## src/rtl/spram_port_ctrl.sv

```systemverilog
// Initiator-side controller for one single-port RAM: sweeps every word to INIT_VALUE after
// reset or flush, then forwards one valid/ready request per cycle and aligns read responses.
module spram_port_ctrl #(
  parameter int unsigned            DATA_WIDTH = 32,
  parameter int unsigned            DEPTH      = 128,
  parameter int unsigned            LATENCY    = 1,
  parameter logic [DATA_WIDTH-1:0]  INIT_VALUE = '0
) (
  input  logic                       clk,
  input  logic                       rst,
  input  logic                       flush,
  input  logic                       req_valid,
  output logic                       req_ready,
  input  logic                       req_we,
  input  logic [$clog2(DEPTH)-1:0]   req_addr,
  input  logic [DATA_WIDTH-1:0]      req_wdata,
  output logic                       resp_valid,
  output logic [DATA_WIDTH-1:0]      resp_rdata,
  output logic                       init_done,
  output logic                       ram_en,
  output logic                       ram_we,
  output logic [$clog2(DEPTH)-1:0]   ram_addr,
  output logic [DATA_WIDTH-1:0]      ram_din,
  input  logic [DATA_WIDTH-1:0]      ram_dout
);

  localparam int unsigned AW = $clog2(DEPTH);
  localparam logic [AW-1:0] LastAddr = AW'(DEPTH - 1);

  typedef enum logic [0:0] {StInit, StRun} state_e;

  state_e             state_q, state_d;
  logic [AW-1:0]      cnt_q, cnt_d;
  logic [LATENCY-1:0] pend_q, pend_d;
  logic               fire;

  always_comb begin
    state_d   = state_q;
    cnt_d     = cnt_q;
    req_ready = 1'b0;
    init_done = 1'b0;
    ram_en    = 1'b0;
    ram_we    = 1'b0;
    ram_addr  = cnt_q;
    ram_din   = INIT_VALUE;

    unique case (state_q)
      StInit: begin
        ram_en = 1'b1;
        ram_we = 1'b1;
        // A flush mid-sweep restarts from address 0, even on the last word.
        if (flush) begin
          cnt_d = '0;
        end else if (cnt_q == LastAddr) begin
          state_d = StRun;
          cnt_d   = '0;
        end else begin
          cnt_d = cnt_q + 1'b1;
        end
      end
      StRun: begin
        req_ready = 1'b1;
        init_done = 1'b1;
        ram_en    = req_valid;
        ram_we    = req_valid & req_we;
        ram_addr  = req_addr;
        ram_din   = req_wdata;
        if (flush) begin
          state_d = StInit;
          cnt_d   = '0;
        end
      end
      default: state_d = StInit;
    endcase

    if (rst) begin
      req_ready = 1'b0;
      init_done = 1'b0;
      ram_en    = 1'b0;
      ram_we    = 1'b0;
    end
  end

  assign fire = req_valid & req_ready;

  // One bit per read in flight; the top bit lines up with the RAM's output data.
  always_comb begin
    pend_d    = pend_q << 1;
    pend_d[0] = fire & ~req_we;
  end

  assign resp_valid = ~rst & pend_q[LATENCY-1];
  assign resp_rdata = ram_dout;

  always_ff @(posedge clk) begin
    if (rst) begin
      state_q <= StInit;
      cnt_q   <= '0;
      pend_q  <= '0;
    end else begin
      state_q <= state_d;
      cnt_q   <= cnt_d;
      pend_q  <= pend_d;
    end
  end

endmodule
```

## config.mk

```make
export PLATFORM = sky130hd
export DESIGN_NAME = spram_port_ctrl
export DESIGN_NICKNAME = d
export VERILOG_FILES = /design/src/rtl/spram_port_ctrl.sv
export SDC_FILE = /design/constraint.sdc
export NUM_CORES = 1
export LEC_CHECK = 0
export CAP_MARGIN = 20
export CORE_UTILIZATION = 20
export DETAILED_ROUTE_END_ITERATION = 8
export GPL_TIMING_DRIVEN = 0
export PLACE_DENSITY = 0.76
export SLEW_MARGIN = 20
export SYNTH_ARGS = -nofsm -noshare
export SYNTH_HDL_FRONTEND = slang
export SYNTH_SLANG_ARGS = --single-unit
```

## constraint.sdc

```tcl
create_clock -name clk -period 1.6 [get_ports clk]
set_clock_uncertainty 0.15 [all_clocks]
set_input_delay 0.48 -clock clk [delete_from_list [all_inputs] [get_ports clk]]
set_output_delay 0.48 -clock clk [all_outputs]
set_load 0.1 [all_outputs]
```

==> impl_metrics.tcl <==
set metrics [dict create \
    synth_compound_area_share_pct 8.48 \
    synth_top_family_by_area "simple AND/OR/NAND/NOR gates" \
    fin_area_um2 2880 \
    pwr-share-seq_pct 20.4 \
    num-nets-final 332 \
    p_int_mw 0.610 \
    cts-root-buf "clkbuf_8" \
    startpoint_type "primary input" \
    outcome "finished, violations left" \
    period_share_pct 120 \
    dr_total_vias 1309 \
    peakVddDrop_uv 378 \
    avgSynthCellArea_um2 7.60 \
    core-area_um2 4690 \
    syn_to_final_growth_pct 196 \
    reg2regPathDepth 3 \
    dpl_cell_area_um2 2430 \
    grt_max_degree 11 \
    synth.distinct_cells 27 \
    pwr-share-comb_pct 55.4 \
    tightest_slew_ns 0.485 \
    grtUsageTotal_pct 15.9 \
    h-tree-depth 1 \
    holdPathStages 2 \
    utilization_pct 61.3 \
    diodes 0 \
    final-seq-area_um2 184 \
    drv_cap 0 \
    p_clk_share_pct 24.3 \
    path_cells "clkdlybuf4s50_1 -> and2_4 -> buf_12" \
    cts_tree "done" \
    fill_cells 364 \
    critPathRequiredTime_ns 0.97 \
    insertion_delay_ns 0.24 \
    dr.pass1.iters 5 \
    rows 25 \
    violations "setup timing" \
    synth-xor-area-share_pct 0.900 \
    synthMuxAreaShare_pct 8.10 \
    synth-edff-count 0 \
    worstPathArrival_ns 1.30 \
    hpwl_mm 3.17 \
    drv_slew 0 \
    synth_area_um2 973 \
    cts_buffers 3 \
    dieHeight_um 71.8 \
    grt_pass1_vias 1306 \
    netlist_instances 128 \
    yosysWarnings 0 \
    drc 0 \
    antenna_found_initial 0 \
    fin_crit_ns 1.93 \
    synth-simple-area-share_pct 34.4 \
    hp-class "flop to flop" \
    power_switching_share_pct 45.8 \
    cp_num_cells 3 \
    cpMaxStageDelayCell "clkdlybuf4s50_1" \
    synth_nets 205 \
    ys_ff_latch 9 \
    wl_per_cell_um 14.0 \
    cpPeakStageDelay_ns 0.48 \
    ant_nets 0 \
    clk_pin_slew_ns 0.05 \
    rsz0062_at_grt "true" \
    die-area_um2 5150 \
    fmax_mhz 519 \
    ys.flop_type "dfxtp_1" \
    p_switching_mw 0.516 \
    yosysTopAreaCell "buf_4" \
    clk_path_buf_depth 2 \
    synthTopCellsByArea "buf_4 25%, and2_1 21%, dfxtp_1 19%" \
    gp_congestion 0.727 \
    fp.dieW_um 71.8 \
    ys_seq_area_share_pct 18.5 \
    crit_type "primary input to primary output" \
    hold_buffers 0 \
    cp_max_fo 1 \
    final_cell_mix "46 x buf_12, 46 x buf_4, 32 x and2_4" \
    power_leakage_nw 1.26 \
    finalHoldViolations 0 \
    ios 152 \
    grt_pass1_wl_mm 6.54 \
    drive_gt1_share_pct 67.7 \
    cts_sinks 9 \
    setup_ws_ns -0.325 \
    critical-path-top-delay-family "buffers and inverters" \
    whs_ns 0.357 \
    synth_top_area_share_pct 25.4 \
    viasPerCell 4.25 \
    start_util_pct 20.7 \
    port_buffers 119 \
    power_density_nw_per_um2 391 \
    synthAdderAreaFrac_pct 1.29 \
    setup_viol 43 \
    end_kind "primary output" \
    grt_overflow 0 \
    wl_mm 4.31 \
    multi_input_area_um2 661 \
    detail_route.iter0.violations 31 \
    slew_headroom_pct 67.9 \
    async_reset_ff_share_pct 0 \
    critPathBufInv 2 \
]
==> kinds of logic after synthesis <==
family,after synthesis
AOI/OAI and AO/OA,13
xor gates and xnor gates,1
adders and majority gates,1
buffers and inverters,40
DFF,9
muxes,7
and+or+nand+nor,57
==> state kept, by name (all words and copies together) (netlist names) <==
signal and count:
cnt_q 7, state_q 1, pend_q 1
==> worst min-delay path, cell delays in order, from the launching register on <==
cell and delay [ns]:
dfxtp_1 0.33, o21ai_0 0.08, a21oi_1 0.06
==> path summary, 6_finish.rpt <==
check,start,slack (ns),to
max,req_wdata[22],-0.33,ram_din[22]
min,cnt_q[6],0.36,cnt_q[6]
max reg2reg,cnt_q[3],0.12,cnt_q[6]
min reg2reg,cnt_q[6],0.36,cnt_q[6]
==> layer usage <==
metal,track usage [%],routed length (um),part of all wire [%],vias up
li1,-,-,-,641
met1,18.4,1600,37,598
met2,29.6,2330,54,65
met3,3.52,342,7.9,5
met4,3.92,35,0.81,0
met5,0,0,0,-
==> power groups by stage <==
stage                     combinational (mW)  sequential [mW]  clock, mW
after floorplan                        0.436            0.234          0
after global placement                 0.632            0.235          0
after detailed placement               0.635            0.235          0
after CTS                              0.608            0.229      0.272
after global routing                   0.641            0.229      0.289
final                                  0.624            0.229      0.273
==> synth_stat cells, types with 2 or more instances <==
cell and n:
o21ai_0 3, dfxtp_1 9, a21oi_1 4, clkbuf_1 5, nor2b_1 5, mux2_2 7, nand3_1 2, nor2_1 2
buf_4 33, nand2_1 7, a31oi_1 2, or3_1 3, and2_1 32
==> final cells by class <==
type	count	area share, %
multi-input cells	79	23.0
flip-flops and latches	9	6.39
inverters	1	0.565
clock buffers	4	1.57
repair buffers	123	54.1
plain buffers	38	12.0
well taps	54	2.35
==> repair_timing <==
action                                  4_1_cts  5_1_grt
buffers inserted                              3        1
gates resized for setup                     595       19
endpoints found under the setup margin       84       62
pin swaps                                     3        3
hold endpoints to repair                      0        0
==> metrics by stage <==
| step | worst slack [ns] | TNS (ns) | std cells | total power [mW] |
|---|---|---|---|---|
| 6_report | -0.325 | -12.11 | 308 | 1.13 |
| 5_1_grt | -0.344 | -13.82 | 308 | 1.16 |
| 4_1_cts | -0.307 | -12.31 | 307 | 1.11 |
| 2_1_floorplan | -0.750 | -2.33 | 128 | 0.670 |
| 3_5_place_dp | -1.58 | -81.29 | 301 | 0.870 |
| 3_3_place_gp | -1.56 | -80.84 | 301 | 0.867 |
(Power assumes the default switching activity.)
